### src/rtl/bicubic_block_collector.sv
// Collects two 8-pixel upsampler beats per 4x4 block into a ping-pong buffer
// and streams each finished block out as four row words.

module bicubic_block_bank #(
  parameter int ROW_WIDTH = 32
) (
  input  logic                      clk,
  input  logic                      rst,
  input  logic                      wr_en,
  input  logic                      wr_beat,
  input  logic [ROW_WIDTH-1:0]      row_a,
  input  logic [ROW_WIDTH-1:0]      row_b,
  output logic [3:0][ROW_WIDTH-1:0] rows
);
  // Beat 0 fills rows 0/1, beat 1 fills rows 2/3.
  always_ff @(posedge clk or posedge rst) begin
    if (rst) begin
      rows <= '0;
    end else if (wr_en) begin
      rows[{wr_beat, 1'b0}] <= row_a;
      rows[{wr_beat, 1'b1}] <= row_b;
    end
  end
endmodule

module bicubic_block_collector #(
  parameter  int CHANNEL_WIDTH = 8,
  localparam int ROW_WIDTH     = 4 * CHANNEL_WIDTH
) (
  input  logic                     clk,
  input  logic                     rst,
  input  logic                     bcci_rsp_valid,
  input  logic [CHANNEL_WIDTH-1:0] bcci_rsp_data1,
  input  logic [CHANNEL_WIDTH-1:0] bcci_rsp_data2,
  input  logic [CHANNEL_WIDTH-1:0] bcci_rsp_data3,
  input  logic [CHANNEL_WIDTH-1:0] bcci_rsp_data4,
  input  logic [CHANNEL_WIDTH-1:0] bcci_rsp_data5,
  input  logic [CHANNEL_WIDTH-1:0] bcci_rsp_data6,
  input  logic [CHANNEL_WIDTH-1:0] bcci_rsp_data7,
  input  logic [CHANNEL_WIDTH-1:0] bcci_rsp_data8,
  output logic                     clt_rsp_ready,
  output logic                     out_valid,
  input  logic                     out_ready,
  output logic [ROW_WIDTH-1:0]     out_data,
  output logic [1:0]               out_row,
  output logic                     out_last
);
  logic                            wr_bank, wr_beat, rd_bank;
  logic [1:0]                      rd_row;
  logic [1:0]                      bank_full, full_nxt;
  logic                            in_hs, out_hs;
  logic [ROW_WIDTH-1:0]            row_a, row_b;
  logic [1:0][3:0][ROW_WIDTH-1:0]  bank_rows;

  assign row_a = {bcci_rsp_data4, bcci_rsp_data3, bcci_rsp_data2, bcci_rsp_data1};
  assign row_b = {bcci_rsp_data8, bcci_rsp_data7, bcci_rsp_data6, bcci_rsp_data5};

  // Ready comes only from registered state, so no valid->ready loop upstream.
  assign clt_rsp_ready = ~bank_full[wr_bank];
  assign in_hs         = bcci_rsp_valid & clt_rsp_ready;

  assign out_valid = bank_full[rd_bank];
  assign out_hs    = out_valid & out_ready;
  assign out_data  = bank_rows[rd_bank][rd_row];
  assign out_row   = rd_row;
  assign out_last  = out_valid & (rd_row == 2'd3);

  for (genvar g = 0; g < 2; g++) begin : g_bank
    bicubic_block_bank #(.ROW_WIDTH(ROW_WIDTH)) u_bank (
      .clk     (clk),
      .rst     (rst),
      .wr_en   (in_hs & (wr_bank == 1'(g))),
      .wr_beat (wr_beat),
      .row_a   (row_a),
      .row_b   (row_b),
      .rows    (bank_rows[g])
    );
  end

  // Write completion and read completion always hit different banks.
  always_comb begin
    full_nxt = bank_full;
    if (in_hs && wr_beat)              full_nxt[wr_bank] = 1'b1;
    if (out_hs && (rd_row == 2'd3))    full_nxt[rd_bank] = 1'b0;
  end

  always_ff @(posedge clk or posedge rst) begin
    if (rst) begin
      wr_bank   <= 1'b0;
      wr_beat   <= 1'b0;
      rd_bank   <= 1'b0;
      rd_row    <= 2'd0;
      bank_full <= 2'b00;
    end else begin
      bank_full <= full_nxt;
      if (in_hs) begin
        wr_beat <= ~wr_beat;
        if (wr_beat) wr_bank <= ~wr_bank;
      end
      if (out_hs) begin
        rd_row <= rd_row + 2'd1;
        if (rd_row == 2'd3) rd_bank <= ~rd_bank;
      end
    end
  end
endmodule

### config.mk
export PLATFORM = sky130hd
export DESIGN_NAME = bicubic_block_collector
export DESIGN_NICKNAME = d
export VERILOG_FILES = /design/src/rtl/bicubic_block_collector.sv
export SDC_FILE = /design/constraint.sdc
export NUM_CORES = 1
export LEC_CHECK = 0
export CAP_MARGIN = 20
export CORE_MARGIN = 2
export CORE_UTILIZATION = 71
export CTS_BUF_LIST = sky130_fd_sc_hd__clkbuf_8
export DETAILED_ROUTE_END_ITERATION = 12
export DONT_BUFFER_PORTS = 1
export MAX_ROUTING_LAYER = met4
export PLACE_DENSITY = 0.92
export SLEW_MARGIN = 20
export SYNTH_ARGS = -nofsm -noshare
export SYNTH_HDL_FRONTEND = slang
export SYNTH_SLANG_ARGS = --single-unit
### constraint.sdc
create_clock -name clk -period 20.2 [get_ports clk]
set_clock_uncertainty 0.1 [all_clocks]
set_input_delay 3.03 -clock clk [delete_from_list [all_inputs] [get_ports clk]]
set_output_delay 3.03 -clock clk [all_outputs]
set_load 0.02 [all_outputs]
; ---- After elaboration in Yosys (flattened, before gate mapping)
; Cells that the tools add are included.
; W data, S select, Z words.
[classes]
n_addsub = 1
n_lt_le_gt_ge = 9
eq_ne = 1
muxes = 22
bitwise = 12
n_reduce_logical = 8
[op_table]
columns = op, n
row1 = $bwmux W128, 4
row2 = $mux W128, 2
row3 = $mux W32, 3
row4 = $bmux W32 S2, 1
row5 = $demux W32 S1, 2
row6 = $lt A2 B3 Y1 const B, 3
row7 = $logic_and A1 B1 Y1, 6
row8 = $mux W1, 6
row9 = $and A1 B1 Y1, 5
row10 = $ge A2 B1 Y1 const B, 2
row11 = $lt A1 B2 Y1 const B, 2
row12 = $mux W2, 2
row13 = $not A1 Y1, 4
row14 = $reduce_and A2 Y1, 2
row15 = $add A2 B1 Y2 const B, 1
row16 = $and A2 B2 Y2, 1
row17 = $demux W1 S1, 2
row18 = $eq A2 B2 Y1 const B, 1
row19 = $ge A1 B1 Y1 const B, 2
row20 = $not A2 Y2, 1
row21 = $or A2 B2 Y2, 1
[totals]
reg_bits = 263
in_bits = 68
out_inout_bits = 37
word_cells = 66

; ---- Depth between registers and ports, before layout
; Gate-level depths: netlist (run 1).
[logic_depth]
ltp_word = 8
depth_mapped = 5
depth_no_buf = 4

; ---- By module
; From an unflattened synthesis (run 1), not the netlist that was laid out.
[hier_totals]
hier_cells = 689
hier_area_um2 = 12558.3
[by_module_without_submodules]
columns = module, n_inst, cells_per_inst, area_each_um2, seq_area_each_um2
row1 = bicubic_block_bank, 2, 272, 5106.1, 3203.1
row2 = bicubic_block_collector, 1, 145, 2346.0, 175.2

; ---- Least setup slack after synthesis (run 1)
; OpenSTA, ideal clock, no wires.
[synth_timing]
path_kind = register to output
startpoint = register rd_row[1] (netlist: out_row[1])
endpoint = output out_data[28]
arrival_time_ns = 1.672
required_ns = 17.070
slack_ns = 15.398
path_stages_with_launch = 5
n_path_buf = 2
cell_sequence = dfrtp_1 > buf_2 > buf_1 > mux4_2 > mux2_2
[synth_via]
elab_chain_cells = 2
[synth_rtl]
columns = item, line
row1 = "start, declared", 49  ; logic [1:0] rd_row;
row2 = "start signal, assigned", 101  ; rd_row <= rd_row + 2'd1;
row3 = $bmux W32 S2, 64  ; assign out_data = bank_rows[rd_bank][rd_row];
row4 = $mux W32 (not written as such), 64
row5 = "end, declared", 44  ; output logic [ROW_WIDTH-1:0] out_data,
; Every way passes these cells. The select of a mux whose other input is x is not followed.

; ---- Final worst setup path (run 1)
[layout_timing]
startpoint = register rd_row[1] (netlist: out_row[1])
endpoint = output out_data[4]
; The elaborated chain is that of the path after synthesis.

==> flow_metrics.tcl, run 1 <==
set metrics [dict create \
    run_status "complete, no violations" \
    finalWorstSetupSlack_ps 14390 \
    yosys_warnings 0 \
    pwr-share-clk_pct 19.4 \
    dr.pass1.iters 4 \
    syn_inst 686 \
    drive_gt1_share_pct 53.20 \
    die_h_um 133.9 \
    synth_top_area_share_pct 54.92 \
    fill_cells 880 \
    powerDensity_nw_per_um2 176.8 \
    worst-slew-pin-transition_ps 1120 \
    hold_viol 0 \
    n_antenna_cell 0 \
    p_leak_nw 5.584 \
    vdd_drop_max_uv 106.6 \
    critPathLaunch "out_row[1]$_DFFE_PP0P_" \
    synth-edff-count 0 \
    rsz0062_at_grt "no" \
    crit_chain "mux4_2 > mux2_2" \
    synth.top_cells.by_area "dfrtp_1 55%, mux2_2 27%, mux4_1 10%" \
    ys_seq_elements 263 \
    ys_types 25 \
    p_comb_share_pct 36.9 \
    cp.required_ps 17070 \
    htree_levels 2 \
    synthArstFlopShare_pct 100.0 \
    initial_core_util_pct 72.51 \
    gp_congestion 0.7129 \
    cap_violations 0 \
    fin_hold_ws_ps 396.0 \
    cts_tree "built" \
    fin_area_um2 12850 \
    io_pins 105 \
    finalNonFillerCells 938 \
    rows 47 \
    grt_pass1_vias 6955 \
    ff_latch_area_um2 6590 \
    place_hpwl_um 13740 \
    reg2reg_depth 3 \
    timing.rr.end "g_bank[1].u_bank.rows[39]$_DFFE_PP0P_" \
    startpoint_type "flip-flop" \
    dieArea_um2 17930 \
    grt_pass1_wl_um 36770 \
    power_frac_seq_pct 43.7 \
    viasPerCell 6.470 \
    dp.cells 866 \
    clock_path_buffers 3 \
    synth_top_cell_by_area "dfrtp_1" \
    final.period_utilization_pct 28.77 \
    slowest_stage "dfrtp_4" \
    fin_crit_ps 5812 \
    multi_input_area_um2 5050 \
    fin_setup_tns_ps 0 \
    cts_root_buffer "clkbuf_8" \
    grt.total_usage_pct 27.46 \
    placed_area_um2 11990 \
    final-setup-viol-count 0 \
    syn_area_um2 11980 \
    postSynthAreaPerCell_um2 17.47 \
    layout.nets 760 \
    overflow 0 \
    hold_depth 1 \
    slew_violations 0 \
    cts_setup_buffers 0 \
    worst_setup_hold_path_clk_slew_ps 60 \
    core_area_um2 16520 \
    clock.fmax_mhz 172.1 \
    p_sw_uw 734.3 \
    drc 0 \
    critical_path_class "reg2out" \
    synth_common_cells "290 x mux2_2, 263 x dfrtp_1, 47 x mux4_1" \
    swShare_pct 32.31 \
    cts_resized 0 \
    drt-wirelength-per-cell_um 24.45 \
    route.vias.total 6069 \
    arrival_ps 2680 \
    drtIter0Drc 317 \
    cts_buffers 42 \
    area_growth_pct 7.278 \
    intPower_mw 1.539 \
    holdCritStartpoint "g_bank[1].u_bank.rows[63]$_DFFE_PP0P_" \
    rrSetupSlack_ps 17770 \
    syn_nets 755 \
    io_buffers 0 \
    die_w_um 133.9 \
    holdBufCountCts 0 \
    hold_path_end "g_bank[1].u_bank.rows[63]$_DFFE_PP0P_" \
    crit_path_end_kind "primary output" \
    slew_headroom_pct 25.32 \
    clk_latency_ps 520 \
    yosysMostFrequentCell "mux2_2" \
    worst_hold_path_type "reg2reg" \
    grt_max_degree 177 \
    synth_ff_type "dfrtp_1" \
    synth-seq-area-share_pct 54.92 \
    crit_fanout 67 \
    max_stage_delay_ps 1140 \
    dp_slack_ps 14810 \
    clock_sinks 263 \
    ant_nets 0 \
    drt_wl_total_um 22930 \
    antenna_found_initial 0 \
    r2r_start "bank_full[1]$_DFF_PP0_" \
]
-- registers in the layout, summed over array words and instances, names as in the netlist --
register	flops
wr_beat	1
rd_bank	1
wr_bank	1
bank_full	2
out_row	2
g_bank.u_bank.rows	256
-- worst max-delay path by stage --
stage / to / depth (start not counted)
global placement: out_data[22] / 2
floorplan: bank_full[0]$_DFF_PP0_ / 1
CTS: out_data[18] / 2
global route: out_data[22] / 3
finish: out_data[4] / 2
detailed placement: out_data[18] / 2
-- power by group through the flow --
stage | combinational, mW | clock, mW | sequential [mW]
floorplan | 0.796 | 0 | 0.880
global placement | 0.786 | 0 | 0.982
detailed placement | 0.820 | 0 | 1.02
CTS | 0.826 | 0.450 | 1.01
global route | 0.891 | 0.471 | 1.03
finish | 0.838 | 0.441 | 0.993
-- per-stage QoR --
stage | utilization [%] | power (mW)
2_1_floorplan | - | 1.676
3_3_place_gp | 72.54 | 1.769
3_5_place_dp | 72.54 | 1.838
4_1_cts | 77.62 | 2.286
5_1_grt | 77.79 | 2.391
6_report | 77.79 | 2.273
-- cells in the final DEF (no fill, tap or decap), drive strengths merged --
| cell type | instances |
|---|---|
| and4bb | 1 |
| nand4b | 1 |
| nand2b | 1 |
| nor4b | 1 |
| and2 | 1 |
| clkinv | 3 |
| o21ai | 1 |
| a21o | 1 |
| xnor2 | 2 |
| nand2 | 4 |
| ha | 1 |
| nor3 | 1 |
| mux4 | 64 |
| a31oi | 2 |
| mux2 | 290 |
| buf | 9 |
| a41oi | 2 |
| clkbuf | 57 |
| inv | 12 |
| dfrtp | 263 |
| mux2i | 1 |
-- cell type report --
type | instances | area share [%]
well taps | 220 | 2.141
flip-flops and latches | 263 | 51.27
inverters | 1 | 0.1265
multi-input cells | 374 | 39.28
clock inverters | 14 | 0.4283
repair buffers | 9 | 0.6521
clock buffers | 57 | 6.103
-- critical path, delay by kind of cell, from the launching register on --
kind | cells | cell delay (ps)
mux | 2 | 980
flops | 1 | 1140
-- routing by layer --
layer  GRT usage (%)  part of all wire [%]  vias to the layer above
met5               -                     0                        -
met4           8.511                   1.7                        0
met2           45.41                    52                      147
met1           33.57                    40                     3254
met3           7.332                   6.5                       38
li1                -                     -                     2630
-- cells by family after synthesis --
group / synth area share, %
buffers and inverters: 3.070
AO/OA/AOI/OAI: 0.3550
flip-flops: 54.92
AND/OR/NAND/NOR: 0.5639
multiplexers: 40.84
adder cells (fa/ha/maj): 0.1044
XOR/XNOR: 0.1462
No activity file was read; power rests on OpenSTA's default activity.
==> run 2, diff against run 1 <==
--- a/config.mk
+++ b/config.mk
@@ -7,12 +7,12 @@
 export LEC_CHECK = 0
 export CAP_MARGIN = 20
 export CORE_MARGIN = 2
-export CORE_UTILIZATION = 71
+export CORE_UTILIZATION = 66
 export CTS_BUF_LIST = sky130_fd_sc_hd__clkbuf_8
 export DETAILED_ROUTE_END_ITERATION = 12
 export DONT_BUFFER_PORTS = 1
 export MAX_ROUTING_LAYER = met4
-export PLACE_DENSITY = 0.92
+export PLACE_DENSITY = 0.87
 export SLEW_MARGIN = 20
 export SYNTH_ARGS = -nofsm -noshare
 export SYNTH_HDL_FRONTEND = slang
==> constraint.sdc (replaced) <==
create_clock -name clk -period 5.5 [get_ports clk]
set_clock_uncertainty 0.1 [all_clocks]
set_input_delay 0.825 -clock clk [delete_from_list [all_inputs] [get_ports clk]]
set_output_delay 0.825 -clock clk [all_outputs]
set_load 0.02 [all_outputs]
==> run 2 against run 1 <==
Sequential share of layout area is 0.075 points lower. Power grew to 3.7 times the previous value. Combinational power grew to 3.8 times the previous value. Final cell count is 1.5% higher. Largest power group unchanged.
==> flow_metrics.tcl, run 2 (same netlist as run 1, synthesis figures left out) <==
set metrics [dict create \
    run_status "complete, no violations" \
    grt_max_degree 148 \
    p_sw_mw 2.697 \
    vdd_drop_max_uv 387.9 \
    drt-wirelength-per-cell_um 24.14 \
    arrival_ps 2660 \
    p_leak_nw 5.598 \
    gp_congestion 0.7161 \
    cts_buffers 43 \
    intPower_mw 5.603 \
    startpoint_type "flip-flop" \
    finalWorstSetupSlack_ps 1916 \
    io_pins 105 \
    reg2reg_depth 4 \
    hold_viol 0 \
    grt.total_usage_pct 25.77 \
    htree_levels 2 \
    critical_path_class "reg2out" \
    final.period_utilization_pct 65.16 \
    layout.nets 765 \
    rrSetupSlack_ps 2900 \
    area_growth_pct 7.435 \
    die_h_um 138.7 \
    regMostFlops "g_bank.u_bank.rows" \
    slew_headroom_pct 26.73 \
    swShare_pct 32.49 \
    antenna_found_initial 0 \
    worst_setup_hold_path_clk_slew_ps 60 \
    fin_setup_tns_ps 0 \
    initial_core_util_pct 66.93 \
    cts_tree "built" \
    clock.fmax_mhz 279.0 \
    ant_nets 0 \
    cap_violations 0 \
    drtIter0Drc 320 \
    final-setup-viol-count 0 \
    cts_root_buffer "clkbuf_8" \
    final_common_cell "mux2_2" \
    finalNonFillerCells 952 \
    timing.rr.end "g_bank[0].u_bank.rows[118]$_DFFE_PP0P_" \
    cts_resized 0 \
    die_w_um 138.7 \
    pwr-share-clk_pct 18.9 \
    largest_reg_flops 256 \
    dp.cells 878 \
    placed_area_um2 12030 \
    drc 0 \
    grt_pass1_wl_um 38070 \
    drive_gt1_share_pct 52.84 \
    use_met2_pct 43.36 \
    place_hpwl_um 14000 \
    r2r_start "wr_beat$_DFFE_PP0N_" \
    dr.pass1.iters 4 \
    core_area_um2 17900 \
    worst-slew-pin-transition_ps 1095 \
    crit_fanout 67 \
    clock_sinks 263 \
    grt_pass1_vias 7029 \
    holdBufCountCts 0 \
    grtUsageMet1_pct 31.67 \
    viasPerCell 6.432 \
    drt_wl_total_um 22980 \
    p_comb_share_pct 37.9 \
    crit_path_end_kind "primary output" \
    slew_violations 0 \
    overflow 0 \
    cp.required_ps 4580 \
    power.total_mw 8.300 \
    final_cell_mix "290 x mux2_2, 260 x dfrtp_1, 52 x clkbuf_8" \
    power_frac_seq_pct 43.2 \
    dp_slack_ps 2336 \
    io_buffers 0 \
    fin_crit_ps 3584 \
    route.vias.total 6123 \
    worst_hold_path_type "in2async" \
    rows 49 \
    n_antenna_cell 0 \
    powerDensity_nw_per_um2 644.7 \
    clock_path_buffers 3 \
    grt-busiest-layer "met2" \
    dieArea_um2 19250 \
    use_met3_pct 6.733 \
    fill_cells 1083 \
    fin_area_um2 12870 \
    cts_setup_buffers 0 \
    clk_latency_ps 530 \
    rsz0062_at_grt "no" \
]
-- run 2: power by group through the flow --
stage / registers [mW] / logic [mW] / clock network, mW
5_1_grt: 3.72 / 3.35 / 1.70
2_1_floorplan: 3.23 / 2.92 / 0
6_report: 3.58 / 3.15 / 1.57
3_3_place_gp: 3.62 / 2.89 / 0
3_5_place_dp: 3.74 / 3.02 / 0
4_1_cts: 3.71 / 3.03 / 1.61
-- run 2: worst max path at each step --
| stage | startpoint | to | cells past startpoint |
|---|---|---|---|
| global placement | rd_bank$_DFFE_PP0P_ | out_data[24] | 2 |
| floorplan | rst | bank_full[0]$_DFF_PP0_ | 1 |
| global route | out_row[1]$_DFFE_PP0P_ | out_data[9] | 2 |
| detailed placement | rd_bank$_DFFE_PP0P_ | out_data[24] | 2 |
| finish | out_row[1]$_DFFE_PP0P_ | out_data[9] | 2 |
| CTS | rd_bank$_DFFE_PP0P_ | out_data[24] | 2 |
-- run 2: per-layer routing --
metal / routed length, um / part of all wire (%) / vias to the layer above
met5: 0 / 0 / -
li1: - / - / 2638
met3: 1405 / 6.1 / 35
met1: 9478 / 41 / 3298
met2: 11750 / 51 / 152
met4: 345 / 1.5 / 0
-- run 2: per-stage QoR --
step / hold slack (ps) / utilization (%)
global placement: 378.9 / 67.19
global route: 310.6 / 71.91
detailed placement: 386.9 / 67.19
floorplan: 370.8 / -
finish: 305.2 / 71.91
CTS: 294.1 / 71.65
-- run 2: layout make-up --
type	count	area, um2	share of cell area, %
inverter	1	7.507	0.05831
timing repair buffer	13	142.6	1.108
clock buffer	52	715.7	5.559
clock inverter	20	81.33	0.6317
tap	229	286.5	2.226
multi-input combinational	374	5050	39.23
sequential	263	6590	51.19
-- run 2: worst max-delay path, stage by stage, from the launching register on --
cell and delay [ps]:
dfrtp_4 1130, mux4_2 640, mux2_2 350
==> run 3, diff against run 2 <==
==> constraint.sdc (replaced) <==
create_clock -name clk -period 3.45 [get_ports clk]
set_clock_uncertainty 0.1 [all_clocks]
set_input_delay 0.5175 -clock clk [delete_from_list [all_inputs] [get_ports clk]]
set_output_delay 0.5175 -clock clk [all_outputs]
set_load 0.02 [all_outputs]
==> run 3 against run 2 <==
Die area unchanged. Non-clock buffer count up 5. Clock power up 54%. Critical path type unchanged. Register-to-register slack worse by 1600 ps. Utilization up 0.20 points. Sequential share of layout area down 0.14 points. Final cell count up 0.21%. Design area up 0.27%. Critical path depth up 1. Via count about the same.
==> flow_metrics.tcl, run 3 (same netlist as run 1, synthesis figures left out) <==
set metrics [dict create \
    drive_gt1_share_pct 52.69 \
    grt_max_degree 220 \
    reg2reg_depth 3 \
    rsz0062_at_grt "no" \
    grt_pass1_vias 6983 \
    p_leak_nw 5.610 \
    finalWorstSetupSlack_ps 271.5 \
    crit_path_end_kind "primary output" \
    final.period_utilization_pct 92.13 \
    io_buffers 0 \
    startpoint_type "flip-flop" \
    critical_path_class "reg2out" \
    crit_fanout 28 \
    grt_pass1_wl_um 37490 \
    initial_core_util_pct 66.93 \
    cts_setup_buffers 0 \
    arrival_ps 2560 \
    cts_buffers 42 \
    multi_input_area_um2 5050 \
    worst_hold_path_type "in2reg" \
    io_pins 105 \
    grt.total_usage_pct 25.56 \
    powerDensity_nw_per_um2 1021 \
    place_hpwl_um 14430 \
    slew_headroom_pct 48.18 \
    clock_sinks 263 \
    final_common_cell "mux2_2" \
    clock.fmax_mhz 314.6 \
    drt-wirelength-per-cell_um 24.05 \
    htree_levels 2 \
    clk_latency_ps 520 \
    area_growth_pct 7.727 \
    dr.pass1.iters 4 \
    ant_nets 0 \
    fill_cells 1115 \
    rows 49 \
    worst-slew-pin-transition_ps 755.7 \
    vdd_drop_max_uv 566.5 \
    fin_util_pct 72.11 \
    endpoint "out_data[26]" \
    run_status "complete, no violations" \
    rrSetupSlack_ps 1310 \
    drtIter0Drc 185 \
    ff_latch_area_um2 6590 \
    gp_congestion 0.7706 \
    cap_violations 0 \
    cts_root_buffer "clkbuf_8" \
    viasPerCell 6.414 \
    worst_setup_hold_path_clk_slew_ps 60 \
    dieArea_um2 19250 \
    core_area_um2 17900 \
    clock_path_buffers 3 \
    drt_wl_total_um 22940 \
    timing.rr.end "g_bank[1].u_bank.rows[46]$_DFFE_PP0P_" \
    largest_reg_flops 256 \
    dp_slack_ps 818.6 \
    cts_tree "built" \
    final-setup-viol-count 0 \
    r2r_start "bank_full[1]$_DFF_PP0_" \
    drc 0 \
    overflow 0 \
    cp.required_ps 2830 \
    route.vias.total 6119 \
    hold_viol 0 \
    regMostFlops "g_bank.u_bank.rows" \
    n_antenna_cell 0 \
    die_h_um 138.7 \
    critPathLaunch "rd_bank$_DFFE_PP0P_" \
    slew_violations 0 \
    layout.nets 769 \
    fin_crit_ps 3179 \
    die_w_um 138.7 \
    final_cell_mix "290 x mux2_2, 260 x dfrtp_1, 50 x clkbuf_8" \
    antenna_found_initial 0 \
]
## run 3: per-stage QoR
step                std cells  cell area, um2  total power [mW]  hold WS, ps  setup TNS, ps
detailed placement        882           12100             10.87        387.1              0
finish                    954           12910             13.18        38.04              0
floorplan                 686           11990             9.812        370.8        -167540
global route              954           12910             13.94        4.051              0
CTS                       953           12880             13.31        9.679              0
global placement          882           12100             10.46        378.5              0
## run 3: what timing repair did
action | CTS | global route
resized for setup | 0 | 0
hold buffers | 2 | 0
endpoints found under the hold margin | 45 | 0
## run 3: report_power, final
group          total (mW)  switching (mW)  internal [mW]  leakage (nW)
combinational        5.10            2.13           2.96          1.99
clock                2.41            1.11           1.30         0.454
sequential           5.67            1.03           4.64          3.17
total                13.2            4.28           8.90          5.61
## run 3: final cells by class
cell class	instances	area share [%]
Sequential cell	263	51.05
Multi-Input combinational cell	374	39.12
Clock buffer	50	5.331
Tap cell	229	2.220
Timing Repair Buffer	18	1.628
Clock inverter	19	0.5913
Inverter	1	0.05816
## run 3: worst min path at each step
| stage | startpoint | to | slack [ps] | depth (start not counted) |
|---|---|---|---|---|
| detailed placement | g_bank[1].u_bank.rows[36]$_DFFE_PP0P_ | g_bank[1].u_bank.rows[36]$_DFFE_PP0P_ | 390 | 1 |
| floorplan | g_bank[1].u_bank.rows[122]$_DFFE_PP0P_ | g_bank[1].u_bank.rows[122]$_DFFE_PP0P_ | 370 | 1 |
| CTS | bcci_rsp_data4[0] | g_bank[1].u_bank.rows[88]$_DFFE_PP0P_ | 10 | 1 |
| finish | out_ready | rd_bank$_DFFE_PP0P_ | 40 | 1 |
| global placement | g_bank[1].u_bank.rows[78]$_DFFE_PP0P_ | g_bank[1].u_bank.rows[78]$_DFFE_PP0P_ | 380 | 1 |
| global route | bcci_rsp_data6[1] | g_bank[0].u_bank.rows[105]$_DFFE_PP0P_ | 4 | 1 |
## run 3: per-layer routing
metal	vias to the layer above	global-route usage [%]	part of all wire, %	wire length [um]
met5	-	-	0	0
met4	0	6.380	1.5	340
met3	32	7.597	6.9	1592
met2	152	42.26	51	11670
met1	3284	31.52	41	9336
li1	2651	-	-	-
## run 3: critical path, stage by stage (launching register included)
cell and delay (ps):
dfrtp_4 720, buf_4 340, mux4_1 590, mux2_2 340
